$ cat config.mk
export PLATFORM = sky130hd
export DESIGN_NAME = collision_flag_reader
export DESIGN_NICKNAME = d
export VERILOG_FILES = /design/src/rtl/collision_flag_reader.sv
export SDC_FILE = /design/constraint.sdc
export NUM_CORES = 1
export LEC_CHECK = 0
export CAP_MARGIN = 0
export CORE_ASPECT_RATIO = 1.1
export CORE_MARGIN = 10
export CORE_UTILIZATION = 51
export CTS_CLUSTER_SIZE = 20
export DETAILED_ROUTE_END_ITERATION = 12
export GPL_TIMING_DRIVEN = 0
export HOLD_SLACK_MARGIN = 0.06
export PLACE_DENSITY = 0.79
export SLEW_MARGIN = 20
export SYNTH_ARGS = -nofsm -noshare
export SYNTH_HDL_FRONTEND = slang
export SYNTH_SLANG_ARGS = --single-unit
$ cat constraint.sdc
create_clock -name clk -period 1.8 [get_ports clk]
set_input_delay 0.27 -clock clk [delete_from_list [all_inputs] [get_ports clk]]
set_output_delay 0.27 -clock clk [all_outputs]
set_load 0.02 [all_outputs]
$ cat src/rtl/collision_flag_reader.sv
// collision_flag_reader
// Read side of the collision flag bus. Each analysis pass ends with a 1->0
// edge on process_finished. Two cycles after that edge the 30-bit flag bus
// (a 2-bit code per mobile sprite) is ORed into sticky per-sprite registers.
// The CPU side reads one sprite's code over a 4-phase req/valid handshake and
// can optionally clear that sprite's code on read.
//
// Ports
//   clk               single clock, all state on posedge
//   reset             asynchronous, active-low
//   collision_flags   flag bus, code for sprite i at [2i+1:2i]
//   process_finished  analysis pass status, a 1->0 edge triggers a capture
//   rd_request        read request level (4-phase)
//   rd_sprite         sprite index, sampled with the request
//   rd_clear          clear-on-read, sampled with the request
//   rd_valid          response valid, held until rd_request drops
//   rd_code           00 none, 01 mobile, 10 fixed, 11 both
//   rd_error          index >= mobile_sprites
//   new_frame         1-cycle pulse when a snapshot is merged
//   any_collision     registered OR of all sticky bits
module collision_flag_reader #(
  parameter int bits_to_sprite = 5,
  parameter int bits_to_flags  = 30,
  parameter int mobile_sprites = 15
) (
  input  logic                      clk,
  input  logic                      reset,
  input  logic [bits_to_flags-1:0]  collision_flags,
  input  logic                      process_finished,
  input  logic                      rd_request,
  input  logic [bits_to_sprite-1:0] rd_sprite,
  input  logic                      rd_clear,
  output logic                      rd_valid,
  output logic [1:0]                rd_code,
  output logic                      rd_error,
  output logic                      new_frame,
  output logic                      any_collision
);

  typedef enum logic [1:0] {
    ST_IDLE    = 2'd0,
    ST_LOOKUP  = 2'd1,
    ST_RESPOND = 2'd2
  } state_t;

  state_t                    r_state;
  state_t                    w_state_nxt;
  logic                      r_pf_q;
  logic                      r_cap_pend;
  logic [bits_to_flags-1:0]  r_sticky;
  logic [bits_to_sprite-1:0] r_idx;
  logic                      r_clr;
  logic                      r_valid;
  logic [1:0]                r_code;
  logic                      r_error;
  logic                      r_new_frame;
  logic                      r_any;

  logic                      w_fall;
  logic                      w_idx_ok;
  logic                      w_latch;
  logic                      w_valid_nxt;
  logic [1:0]                w_code_nxt;
  logic                      w_error_nxt;
  logic [bits_to_flags-1:0]  w_clear_mask;
  logic [bits_to_flags-1:0]  w_sticky_nxt;

  // Two-bit code of sprite idx within a flag vector.
  function automatic logic [1:0] sel_code(input logic [bits_to_flags-1:0] vec,
                                          input logic [bits_to_sprite-1:0] idx);
    logic [1:0] c;
    c = 2'b00;
    for (int i = 0; i < mobile_sprites; i++) begin
      if (idx == bits_to_sprite'(i)) begin
        c = vec[2*i +: 2];
      end
    end
    return c;
  endfunction

  // Mask covering the two bits of sprite idx.
  function automatic logic [bits_to_flags-1:0] slice_mask(input logic [bits_to_sprite-1:0] idx);
    logic [bits_to_flags-1:0] m;
    m = '0;
    for (int i = 0; i < mobile_sprites; i++) begin
      if (idx == bits_to_sprite'(i)) begin
        m[2*i +: 2] = 2'b11;
      end
    end
    return m;
  endfunction

  assign w_fall   = r_pf_q & ~process_finished;
  assign w_idx_ok = (r_idx < bits_to_sprite'(mobile_sprites));

  // The clear is applied before the new snapshot is ORed in, so a collision
  // arriving in the same cycle as a clear-on-read survives.
  assign w_sticky_nxt = (r_sticky & ~w_clear_mask) |
                        (r_cap_pend ? collision_flags : {bits_to_flags{1'b0}});

  // Read FSM next-state and next-output logic.
  always_comb begin
    w_state_nxt  = r_state;
    w_valid_nxt  = r_valid;
    w_code_nxt   = r_code;
    w_error_nxt  = r_error;
    w_latch      = 1'b0;
    w_clear_mask = '0;
    case (r_state)
      ST_IDLE: begin
        if (rd_request) begin
          w_latch     = 1'b1;
          w_state_nxt = ST_LOOKUP;
        end else begin
          w_state_nxt = ST_IDLE;
        end
      end
      ST_LOOKUP: begin
        w_valid_nxt = 1'b1;
        w_state_nxt = ST_RESPOND;
        if (w_idx_ok) begin
          // rd_code carries the pre-clear value.
          w_code_nxt  = sel_code(r_sticky, r_idx);
          w_error_nxt = 1'b0;
          if (r_clr) begin
            w_clear_mask = slice_mask(r_idx);
          end else begin
            w_clear_mask = '0;
          end
        end else begin
          w_code_nxt  = 2'b00;
          w_error_nxt = 1'b1;
        end
      end
      ST_RESPOND: begin
        if (!rd_request) begin
          w_valid_nxt = 1'b0;
          w_code_nxt  = 2'b00;
          w_error_nxt = 1'b0;
          w_state_nxt = ST_IDLE;
        end else begin
          w_state_nxt = ST_RESPOND;
        end
      end
      default: begin
        w_valid_nxt = 1'b0;
        w_code_nxt  = 2'b00;
        w_error_nxt = 1'b0;
        w_state_nxt = ST_IDLE;
      end
    endcase
  end

  // FSM state, request latch and registered read outputs.
  always_ff @(posedge clk or negedge reset) begin
    if (!reset) begin
      r_state <= ST_IDLE;
      r_idx   <= '0;
      r_clr   <= 1'b0;
      r_valid <= 1'b0;
      r_code  <= 2'b00;
      r_error <= 1'b0;
    end else begin
      r_state <= w_state_nxt;
      r_valid <= w_valid_nxt;
      r_code  <= w_code_nxt;
      r_error <= w_error_nxt;
      if (w_latch) begin
        r_idx <= rd_sprite;
        r_clr <= rd_clear;
      end else begin
        r_idx <= r_idx;
        r_clr <= r_clr;
      end
    end
  end

  // Edge detect, delayed capture, sticky accumulation and status flags.
  always_ff @(posedge clk or negedge reset) begin
    if (!reset) begin
      r_pf_q      <= 1'b0;
      r_cap_pend  <= 1'b0;
      r_sticky    <= '0;
      r_new_frame <= 1'b0;
      r_any       <= 1'b0;
    end else begin
      r_pf_q      <= process_finished;
      r_cap_pend  <= w_fall;
      r_sticky    <= w_sticky_nxt;
      r_new_frame <= r_cap_pend;
      r_any       <= |r_sticky;
    end
  end

  assign rd_valid      = r_valid;
  assign rd_code       = r_code;
  assign rd_error      = r_error;
  assign new_frame     = r_new_frame;
  assign any_collision = r_any;

endmodule

* Word level (Yosys, flattened, before mapping) *
Index checks and enable logic that the tools add are counted.

word-level totals
  register bits = 46
  output and inout port bits = 6

cells by class
  muxes and demuxes = 46
  bitwise operators = 6
  equal/unequal tests = 17
  magnitude comparators = 1
  reduce and logical (&&, ||, !) cells = 4

operators by type and width
  kind                                                                           number
  30-bit 2-to-1 mux                                                              4
  2-bit 2-to-1 mux                                                               33
  5-bit by 4-bit equality test with 1-bit output (second input constant)         7
  30-bit bitwise AND                                                             1
  30-bit inverter                                                                1
  30-bit OR                                                                      1
  30-bit OR reduction                                                            1
  5-bit by 3-bit equality test with 1-bit output (second input constant)         4
  2-bit case mux with 3 select lines                                             2
  5-bit by 2-bit equality test with 1-bit output (second input constant)         2
  1-bit case mux with 3 select lines                                             2
  5-bit by 1-bit equality test with 1-bit output (second input constant)         1
  5-bit zero test                                                                1
  5-bit by 4-bit less-than comparator with 1-bit output (second input constant)  1
  1-bit 2-to-1 mux                                                               5
  2-bit by 1-bit equality test with 1-bit output (second input constant)         1
  2-bit equality test (second input constant)                                    1
  2-bit zero test                                                                1
  2-bit != test (second input constant)                                          1
  1-bit inverter                                                                 2
  2-bit AND reduction                                                            1
  1-bit bitwise AND                                                              1

* Depth between registers and ports, before layout *
  word-level depth = 18
  mapped depth = 7

* Least setup slack after synthesis *
No wires, ideal clock.

  path type = reg2reg
  start point = register r_idx[2]
  end point = register r_code[0], in the netlist rd_code[0]
  setup slack = 0.298 ns
  data required time = 1.669 ns
  library setup time = 0.131 ns
  data arrival time = 1.371 ns
  path buffers = 1
  stages on the path, launching flop included = 7
  cells stage by stage = dfrtp_1 -> buf_4 -> or3b_2 -> a21oi_1 -> o21ai_0 -> a31oi_1 -> a21oi_1

between the ends
  cells in the longest elaborated chain, start to end = 18

RTL lines
  what                                  line  text
  from (decl)                           51    logic [bits_to_sprite-1:0] r_idx;
  from (signal assigned)                169   r_idx <= rd_sprite;
  from (signal assigned)                172   r_idx <= r_idx;
  5-bit zero test                       74    if (idx == bits_to_sprite'(i)) begin
  2-bit 2-to-1 mux (15 in a row)        74
  2-bit 2-to-1 mux *                    121   if (w_idx_ok) begin
  2-bit case mux with 3 select lines *  109   case (r_state)
  to (signal assigned)                  166   r_code <= w_code_nxt;
  to (decl)                             54    logic [1:0] r_code;

Mark *: on every way between the ends. The rest lies on a longest branch, timed or not.
A chain may end at the register's enable or synchronous reset.

* Final worst setup path *
  start point = register r_idx[1]
  end point = register r_code[0], in the netlist rd_code[0]

The elaborated chain is that of the path after synthesis.

==> flow_results.xml <==
<?xml version="1.0" encoding="UTF-8"?>
<metrics>
  <group name="timing">
    <metric name="finalMaxSlewViolations" unit="">0</metric>
    <metric name="clock_tree_skew_after_final_layout" unit="ns">0.006616</metric>
    <metric name="final_report_hold_violation_count" unit="">0</metric>
    <metric name="tightestPinTransition" unit="ns">0.5825</metric>
    <metric name="finalWorstPathRequiredPeriod" unit="ns">1.733</metric>
    <metric name="worst_hold_slack" unit="ns">0.4383</metric>
    <metric name="max_freq" unit="MHz">576.9</metric>
    <metric name="maxSlewHeadroom" unit="%">61.17</metric>
    <metric name="rsz_0062_raised_after_global_routing" unit="">yes</metric>
    <metric name="finalCritPeriodShare" unit="%">96.30</metric>
    <metric name="report.final.setup_viol" unit="">0</metric>
    <metric name="fin_tns_setup" unit="ns">0</metric>
  </group>
  <group name="routing">
    <metric name="vias_per_cell" unit="">6.062</metric>
    <metric name="avgRoutedWirePerCell" unit="um">19.41</metric>
    <metric name="vias" unit="">2049</metric>
    <metric name="route.detailed.drc" unit="">0</metric>
    <metric name="dr.first_iter.drc_count" unit="">169</metric>
    <metric name="detailedRoute.firstPassIterationCount" unit="">4</metric>
    <metric name="wirelength" unit="um">6560</metric>
    <metric name="drt.antenna.violating_nets" unit="">0</metric>
  </group>
  <group name="outcome">
    <metric name="run_status" unit="">completed</metric>
  </group>
  <group name="layout">
    <metric name="finalNetCount" unit="">323</metric>
    <metric name="layout-area-overhead-vs-synth" unit="%">30.16</metric>
    <metric name="antenna-diode-count" unit="">0</metric>
    <metric name="final_cell_count_no_fill" unit="">338</metric>
    <metric name="fin_area" unit="mm^2">0.003045</metric>
    <metric name="layout-drive-gt1-share" unit="%">13.03</metric>
  </group>
  <group name="worst_setup_path">
    <metric name="crit_fanout" unit="">10</metric>
    <metric name="cp.arrival" unit="ns">1.91</metric>
    <metric name="timing.critical_path.slowest_cell_delay" unit="ns">0.49</metric>
    <metric name="end_kind" unit="">flip-flop</metric>
    <metric name="worst_setup_path_start_kind" unit="">flip-flop</metric>
    <metric name="crit_required" unit="ns">1.97</metric>
    <metric name="setup.worst_path.class" unit="">flip-flop to flip-flop</metric>
    <metric name="critical-path-slowest-cell" unit="">sky130_fd_sc_hd__dfrtp_1</metric>
    <metric name="crit_path_cell_trace" unit="">buf_6 -&gt; mux2_2 -&gt; nand3_1 -&gt; o41ai_2 -&gt; o32ai_2 -&gt; a21oi_1</metric>
  </group>
  <group name="global_routing">
    <metric name="global_route.usage.total" unit="%">17.16</metric>
    <metric name="grt_antenna_before_repair" unit="">0</metric>
    <metric name="number_of_global_route_vias_before_repair" unit="">2102</metric>
    <metric name="wire_length_of_the_first_global_routing_pass" unit="um">10980</metric>
    <metric name="grt_overflow" unit="">0</metric>
    <metric name="maximum_number_of_pins_on_one_net_before_global_route_repair" unit="">25</metric>
  </group>
  <group name="synth">
    <metric name="synth.yosys.seq_area_share" unit="%">49.20</metric>
    <metric name="ys_async_sr_fraction" unit="%">100.0</metric>
    <metric name="synth-seq-cells" unit="">46</metric>
    <metric name="mappedNetlistArea" unit="mm^2">0.002340</metric>
    <metric name="synth_edf_count" unit="">0</metric>
    <metric name="syn_area_per_cell" unit="um^2">10.22</metric>
    <metric name="post_synth_num_cell_types" unit="">51</metric>
    <metric name="ys.warnings.count" unit="">0</metric>
    <metric name="synth_fp_nets" unit="">269</metric>
    <metric name="post_synth_inst_count" unit="">229</metric>
    <metric name="postSynth.topFlopCell" unit="">sky130_fd_sc_hd__dfrtp_1</metric>
  </group>
  <group name="clock_tree">
    <metric name="cts_buffer_depth" unit="">2</metric>
    <metric name="clock_network_latency_to_the_later_pin_of_the_worst_skew_pair" unit="ns">0.30</metric>
    <metric name="clock_sinks" unit="">46</metric>
    <metric name="h-tree-depth" unit="">2</metric>
    <metric name="clk_transition_reported_paths" unit="ns">0.09</metric>
    <metric name="cts.root.buffer_cell" unit="">sky130_fd_sc_hd__clkbuf_8</metric>
    <metric name="clock_tree_from_tritoncts" unit="">done</metric>
    <metric name="numCtsBuffers" unit="">5</metric>
  </group>
  <group name="power_and_ir_drop">
    <metric name="cellPowerDensity" unit="mW/mm^2">1346</metric>
    <metric name="vdd_ir_drop_max" unit="uV">655.5</metric>
    <metric name="p_leak" unit="uW">0.001249</metric>
  </group>
  <group name="floorplanning">
    <metric name="design.core.area" unit="mm^2">0.004379</metric>
    <metric name="floorplan.rows" unit="">25</metric>
    <metric name="floorplan.initialDensity" unit="%">53.43</metric>
    <metric name="die_w" unit="um">84.58</metric>
    <metric name="die_height" unit="um">91.04</metric>
    <metric name="pin_count" unit="">46</metric>
    <metric name="floorplan.die_area" unit="mm^2">0.007700</metric>
  </group>
  <group name="place">
    <metric name="place_area" unit="mm^2">0.002880</metric>
    <metric name="dp_hpwl" unit="um">5042</metric>
    <metric name="finalWeightedCongestion" unit="">0.9409</metric>
    <metric name="place.port_buffers" unit="">45</metric>
    <metric name="placed_cells" unit="">329</metric>
  </group>
  <group name="hold_path">
    <metric name="worstHoldPathType" unit="">input pin to flip-flop</metric>
  </group>
  <group name="flow_run">
    <metric name="cap_viol_max_count" unit="">0</metric>
  </group>
</metrics>
-- state kept, by name (all words and copies together) (netlist names) --
signal / flops
any_collision: 1
new_frame: 1
r_cap_pend: 1
r_clr: 1
r_idx: 5
r_pf_q: 1
r_state: 2
r_sticky: 30
rd_code: 2
rd_error: 1
rd_valid: 1
-- cell families after synthesis --
family	share of synthesized area, %
AND/OR/NAND/NOR	21.60
AO/OA/AOI/OAI	22.03
flip-flops	49.20
buffers and inverters	4.385
multiplexers	2.781
-- placed cells by master, fill, tap and decap left out, types with 2 or more instances in the layout --
| master | count |
|---|---|
| sky130_fd_sc_hd__clkbuf_1 | 4 |
| sky130_fd_sc_hd__nor4_1 | 8 |
| sky130_fd_sc_hd__clkdlybuf4s50_1 | 44 |
| sky130_fd_sc_hd__buf_2 | 5 |
| sky130_fd_sc_hd__mux2i_1 | 2 |
| sky130_fd_sc_hd__nand4_1 | 2 |
| sky130_fd_sc_hd__inv_1 | 6 |
| sky130_fd_sc_hd__nor3_1 | 5 |
| sky130_fd_sc_hd__and3_1 | 2 |
| sky130_fd_sc_hd__a22o_1 | 30 |
| sky130_fd_sc_hd__o21ai_0 | 7 |
| sky130_fd_sc_hd__buf_4 | 3 |
| sky130_fd_sc_hd__nor2b_1 | 8 |
| sky130_fd_sc_hd__a21oi_1 | 9 |
| sky130_fd_sc_hd__nand2b_1 | 6 |
| sky130_fd_sc_hd__a31oi_1 | 4 |
| sky130_fd_sc_hd__nand3_1 | 5 |
| sky130_fd_sc_hd__o41ai_2 | 2 |
| sky130_fd_sc_hd__dfrtp_1 | 46 |
| sky130_fd_sc_hd__clkinv_2 | 2 |
| sky130_fd_sc_hd__nand2_1 | 28 |
| sky130_fd_sc_hd__nor2_2 | 2 |
| sky130_fd_sc_hd__buf_6 | 2 |
| sky130_fd_sc_hd__nor2_1 | 7 |
| sky130_fd_sc_hd__nand3b_1 | 3 |
| sky130_fd_sc_hd__clkbuf_8 | 5 |
| sky130_fd_sc_hd__mux2_2 | 4 |
-- path summary, 6_finish.rpt --
| kind | slack (ns) | to | start | cells after the start |
|---|---|---|---|---|
| max in group asynchronous | 0.80 | r_sticky[0] | reset | 3 |
| min in group asynchronous | 0.50 | r_idx[1] | reset | 2 |
| setup reg to reg | 0.07 | rd_code[0] | r_idx[1] | 6 |
| hold reg to reg | 0.45 | new_frame | r_cap_pend | 0 |
| hold / removal | 0.44 | r_pf_q | process_finished | 1 |
| setup / recovery | 0.07 | rd_code[0] | r_idx[1] | 6 |
-- worst max-delay path, delay by kind of cell (launching register included) --
family / cells / cell delay (ns)
AO/OA/AOI/OAI: 3 / 0.49
buffers and inverters: 1 / 0.20
flip-flops: 1 / 0.49
multiplexers: 1 / 0.34
AND/OR/NAND/NOR: 1 / 0.09
-- report_power, final --
part | internal, uW | switching (uW)
combinational | 793 | 1040
clock | 409 | 342
sequential | 1260 | 246
-- synthesized netlist by cell type (3+ instances only) --
| cell | count | area share (%) |
|---|---|---|
| sky130_fd_sc_hd__dfrtp_1 | 46 | 49 |
| sky130_fd_sc_hd__a22o_1 | 30 | 11 |
| sky130_fd_sc_hd__nand2_1 | 28 | 4.5 |
| sky130_fd_sc_hd__a21oi_1 | 9 | 1.9 |
| sky130_fd_sc_hd__nor4_1 | 9 | 2.4 |
| sky130_fd_sc_hd__nor2_1 | 8 | 1.3 |
| sky130_fd_sc_hd__nor2b_1 | 8 | 2.1 |
| sky130_fd_sc_hd__o21ai_0 | 8 | 1.7 |
| sky130_fd_sc_hd__nor3_1 | 7 | 1.5 |
| sky130_fd_sc_hd__inv_1 | 6 | 0.96 |
| sky130_fd_sc_hd__nand2b_1 | 6 | 1.6 |
| sky130_fd_sc_hd__nand3_1 | 5 | 1.1 |
| sky130_fd_sc_hd__a31oi_1 | 4 | 1.1 |
| sky130_fd_sc_hd__buf_2 | 4 | 0.86 |
| sky130_fd_sc_hd__clkbuf_1 | 4 | 0.64 |
| sky130_fd_sc_hd__mux2_2 | 4 | 1.9 |
| sky130_fd_sc_hd__buf_4 | 3 | 0.96 |
| sky130_fd_sc_hd__nand3b_1 | 3 | 0.96 |
-- routing by layer --
metal | track usage, % | vias to the layer above | wire [um]
li1 | - | 966 | -
met1 | 22.59 | 999 | 2917
met2 | 27.39 | 73 | 3117
met3 | 3.217 | 11 | 423
met4 | 6.044 | 0 | 102
met5 | 0 | - | 0
-- final cells by class --
type / count / area (um^2)
Inverter: 6 / 22.52
Tap cell: 54 / 67.56
Clock inverter: 3 / 40.04
Buffer: 13 / 80.08
Timing Repair Buffer: 47 / 483.0
Sequential cell: 46 / 1151
Clock buffer: 5 / 68.82
Multi-Input combinational cell: 164 / 1132
Fill cell: 363 / 1334
-- metrics by stage --
stage                     utilization, %  total power, uW  worst slack [ns]
after floorplan                        -             2653            0.2976
after global placement             65.26             3238           -0.7089
after detailed placement           65.77             3245          -0.08504
after CTS                          68.74             4014           0.02026
after global routing               69.54             4365          -0.01454
final                              69.54             4098           0.06655
-- timing repair --
action | CTS | global route
gates resized for setup | 2 | 8
endpoints found under the hold margin | 23 | 0
buffers inserted | 0 | 0
setup endpoints to repair | 4 | 20
hold buffers | 1 | 0
pin swaps | 0 | 1
gates cloned | 0 | 0
(Power assumes the default switching activity.)
==> RTL change 1, RTL diff (same settings) <==
The parameter `mobile_sprites` goes from 15 to 30.
--- a/src/rtl/collision_flag_reader.sv
+++ b/src/rtl/collision_flag_reader.sv
@@ -21,7 +21,7 @@
 module collision_flag_reader #(
   parameter int bits_to_sprite = 5,
   parameter int bits_to_flags  = 30,
-  parameter int mobile_sprites = 15
+  parameter int mobile_sprites = 30
 ) (
   input  logic                      clk,
   input  logic                      reset,
Check against the original RTL: not equivalent (a bounded check fails within 4 cycles, from zero or initial values and one cycle with reset low).
==> RTL change 1 against the original RTL <==
Power shrank 2.5%. Sequential cell count is the same. First-iteration DRC count grew 21%. Setup slack lost 29 ps. Cell area shrank 2.6%. Area after synthesis shrank 5.0%. Clock power shrank 0.5%. Wire length shrank 6.7%. Sequential power grew 3%. Largest power group unchanged.
==> RTL change 1: results (changes against the original RTL) <==
[detailed_routing]
drt_iter0_drc=205  ; was 169
drt-total-wl_um=6120  ; was 6560 um
met1_length_um=2720  ; was 2920 um
dr_wl_met3_um=303  ; was 423 um
via_per_inst=6.03  ; was 6.06

[layout]
drive_gt1_share_pct=14.2  ; was 13.0%
nMultiInputCombCells=145  ; was 164
num-nonclk-inverters=5  ; was 6
clkCellAreaFrac_pct=3.59  ; was 3.57%
layout.nets=306  ; was 323
buffers=63  ; was 60
multi_input_area_share_pct=35.2  ; was 37.2%
nClkBuffers=7  ; was 5
fill_cells=362  ; was 363
fin_cells=321  ; was 338

[synthesis]
ys_seq_area_share_pct=51.8  ; was 49.2%
synthXorXnorAreaFrac_pct=0  ; unchanged
ys_types=45  ; was 51
synth_compound_area_share_pct=21.1  ; was 22.0%
synthMuxAreaShare_pct=5.01  ; was 2.78%
ys_top_cells_by_area=dfrtp_1 (52%), a22o_1 (12%), nand2_1 (3.2%)  ; was dfrtp_1 (49%), a22o_1 (11%), nand2_1 (4.5%)
netlist_instances=207  ; was 229
ys_top_cells_by_count=dfrtp_1 (46), a22o_1 (30), nand2_1 (19)  ; was dfrtp_1 (46), a22o_1 (30), nand2_1 (28)

[global_route]
grt.met3_usage_pct=3.10  ; was 3.22%
met1_usage_pct=20.4  ; was 22.6%
grt_pass1_vias=2000  ; was 2,102
met2_usage_pct=28.9  ; was 27.4%
grt_pass1_wl_um=10100  ; was 11,000 um
grt_max_degree=28  ; was 25
grt.total_usage_pct=16.7  ; was 17.2%

[critical_path]
cp_slowest_cell=mux4_2  ; was dfrtp_1
cp_data_arrival_time_ps=1940  ; was 1910 ps
cp_top_family=multiplexers  ; was flip-flops

[power]
combPwrFrac_pct=42.3  ; was 44.8%
ir_drop_v=0.000843  ; was 0.000655 V
switching_share_pct=37.8  ; was 39.8%
seq_power_share_pct=39.0  ; was 36.8%
leakagePower_nw=1.22  ; was 1.25 nW
p_per_area_mw_per_mm2=1350  ; about the same

[min_path]
hold_class=in2async  ; was in2reg

[timing]
fin_skew_ps=6.04  ; was 6.62 ps
worst_pin_slew_ps=545  ; was 582 ps

[placement]
hpwl_um=4670  ; was 5040 um

[clocking]
cts.clk_slew.worst_paths_ps=80

[outcome]
status=finished, final reports clean  ; unchanged

-- RTL change 1: path summary, 6_finish.rpt --
check,end,slack (ps)
setup / recovery,rd_code[1],40
hold / removal,r_sticky[2],440
setup reg to reg,rd_code[1],40
hold reg to reg,new_frame,450
max in group asynchronous,rd_valid,860
min in group clk,r_pf_q,440
-- RTL change 1: per-stage QoR --
stage,utilization (%),area [sq um],TNS [ps],setup slack [ps]
6_report,69.7,2970,0,37.7
5_1_grt,69.7,2970,-4.25,-4.25
4_1_cts,67.5,2870,0,6.54
3_5_place_dp,64.8,2760,-41.1,-18.6
3_3_place_gp,64.4,2740,-30190,-658
2_1_floorplan,-,2220,0,193
-- RTL change 1: repair_timing --
action	4_1_cts	5_1_grt
buffers inserted	0	5
endpoints found under the hold margin	19	0
hold buffers	1	0
gates resized for setup	0	20
setup endpoints to repair	0	18
==> RTL change 2, RTL diff (same settings) <==
Without the edit above. Make the reset (`reset`) synchronous in 2 clocked blocks. Comments in the files are not updated.
--- a/src/rtl/collision_flag_reader.sv
+++ b/src/rtl/collision_flag_reader.sv
@@ -152,7 +152,7 @@
   end
 
   // FSM state, request latch and registered read outputs.
-  always_ff @(posedge clk or negedge reset) begin
+  always_ff @(posedge clk) begin
     if (!reset) begin
       r_state <= ST_IDLE;
       r_idx   <= '0;
@@ -176,7 +176,7 @@
   end
 
   // Edge detect, delayed capture, sticky accumulation and status flags.
-  always_ff @(posedge clk or negedge reset) begin
+  always_ff @(posedge clk) begin
     if (!reset) begin
       r_pf_q      <= 1'b0;
       r_cap_pend  <= 1'b0;
Behaviour: differs if reset is asserted again (counterexample within 4 cycles, from zero or initial values and one cycle with reset low); with reset held inactive, the same outputs for 10 cycles.
==> RTL change 2 against the original RTL <==
Cell area decreased by 4.4%. Wire length up 1.0%. Count of clock-buffer cells in the layout up 2. Sequential share of layout area decreased by 6.2 points. Critical path depth stayed put. Via count up 7.6%. Area after synthesis down 1.7%. Non-clock buffer count grew 2. Setup slack gained 52 ps. Sequential cell count stayed put.
Power is not compared: it rests on default switching activity, and its combinational part moved more than twofold at a synthesized area within 25%.
==> RTL change 2: results (changes against the original RTL) <==
[outcome]
status=finished, final reports clean  ; unchanged

[timing]
worst_pin_slew_ps=558  ; was 582 ps
fin_skew_ps=2.43  ; was 6.62 ps
finalHoldViolCount=0  ; unchanged

[critical_path]
r2r_setup_slack_ps=120  ; was 70 ps
cp_slowest_cell=dfxtp_1  ; was dfrtp_1
end_kind=flip-flop  ; unchanged
r2r-end=rd_code[0]  ; unchanged
reg2reg_from=r_idx[2]  ; was r_idx[1]
cp_data_arrival_time_ps=1870  ; was 1910 ps
slowest_delay_ps=450  ; was 490 ps

[power]
ir_drop_v=0.000416

[synthesis]
synth_compound_area_share_pct=27.2  ; was 22.0%
synthXorXnorAreaFrac_pct=0  ; unchanged
ys_types=46  ; was 51
synth_top_family_by_area=compound AO/OA/AOI/OAI gates  ; unchanged
synthMuxAreaShare_pct=3.97  ; was 2.78%
ys_top_cells_by_area=dfxtp_1 (40%), a21boi_0 (7.8%), o21ai_0 (7.0%)  ; was dfrtp_1 (49%), a22o_1 (11%), nand2_1 (4.5%)
async_flop_share_pct=0  ; was 100%
synth-adder-area-share_pct=0  ; unchanged
syn-num-nets=311  ; was 269
ys_top_cells_by_count=dfxtp_1 (46), nand2_1 (32), o21ai_0 (32)  ; was dfrtp_1 (46), a22o_1 (30), nand2_1 (28)
ys_seq_area_share_pct=40.0  ; was 49.2%

[global_route]
grt_pass1_wl_um=11100  ; was 11,000 um
grt_pass1_vias=2207  ; was 2,102
grt.total_usage_pct=17.5  ; was 17.2%
grt_max_degree=14  ; was 25

[detailed_routing]
drtPass1Iterations=4  ; unchanged
drt_iter0_drc=242  ; was 169
drt-total-wl_um=6630  ; was 6560 um
via_per_inst=5.83  ; was 6.06

[layout]
drive_gt1_share_pct=8.64  ; was 13.0%
layout.nets=363  ; was 323

[clocking]
insertion_delay_ps=300  ; about the same
cts_buffers=5  ; unchanged
cts-root-buf=clkbuf_8  ; unchanged
cts.clk_slew.worst_paths_ps=80

[placement]
gp_congestion=0.950  ; was 0.941
post_dp_cell_area_sq_mm=0.00282  ; was 0.00288 sq mm
hpwl_um=5020  ; was 5040 um

[min_path]
hold_class=reg2reg  ; was in2reg

==> RTL change 2: cell type report <==
cell class,instances,area [sq um]
timing repair buffer,45,450
clock buffer,7,86.3
clock inverter,1,5.00
fill,424,1410
tap,54,67.6
inverter,7,26.3
sequential,46,921
multi-input combinational,201,1260
buffer,17,98.8
==> RTL change 2: worst max-delay path: cells and delay by family (launching register included) <==
| family | cells | cell delay (ps) |
|---|---|---|
| DFF | 1 | 450 |
| and+or+nand+nor | 1 | 140 |
| buffers and inverters | 2 | 510 |
| AOI/OAI and AO/OA | 3 | 460 |
==> RTL change 2: metal layers <==
layer	global-route usage, %	share of wire [%]
met2	28.4	47
met3	3.70	7.4
met1	21.5	43
met5	0	0
met4	7.40	2.6
==> RTL change 2: logic make-up (layout without fill, tap and decap cells) <==
group / after synthesis / after routing
AOI/OAI and AO/OA: 93 / 93
buffers and inverters: 24 / 77
DFF: 46 / 46
muxes: 9 / 9
and+or+nand+nor: 99 / 99
==> RTL change 2: per-stage QoR <==
step	cells	setup slack [ps]	util, %	hold WS (ps)	power [mW]
floorplan	271	389	-	392	1.30
global placement	370	83.8	65.3	456	1.47
detailed placement	370	62.5	65.3	469	1.47
CTS	378	95.2	67.4	489	2.11
global route	378	4.64	67.4	510	2.20
finish	378	118	67.4	483	2.11
==> RTL change 2: worst min-delay path by stage <==
stage,startpoint,to,slack [ps],depth (start not counted)
CTS,r_pf_q,r_cap_pend,490,1
detailed placement,r_pf_q,r_cap_pend,470,1
global placement,r_pf_q,r_cap_pend,460,1
floorplan,process_finished,r_pf_q,390,1
global route,r_pf_q,r_cap_pend,510,1
finish,r_pf_q,r_cap_pend,480,1
==> RTL change 2: power groups by stage <==
stage	Combinational [mW]	Clock [mW]	Sequential (mW)
2_1_floorplan	0.195	0	1.11
5_1_grt	0.399	0.712	1.09
3_5_place_dp	0.363	0	1.11
3_3_place_gp	0.360	0	1.11
6_report	0.366	0.653	1.09
4_1_cts	0.365	0.657	1.09
==> RTL change 2: what timing repair did <==
item	4_1_cts	5_1_grt
hold buffers	0	0
buffers inserted	0	0
gates resized for setup	0	1
setup endpoints to repair	0	7
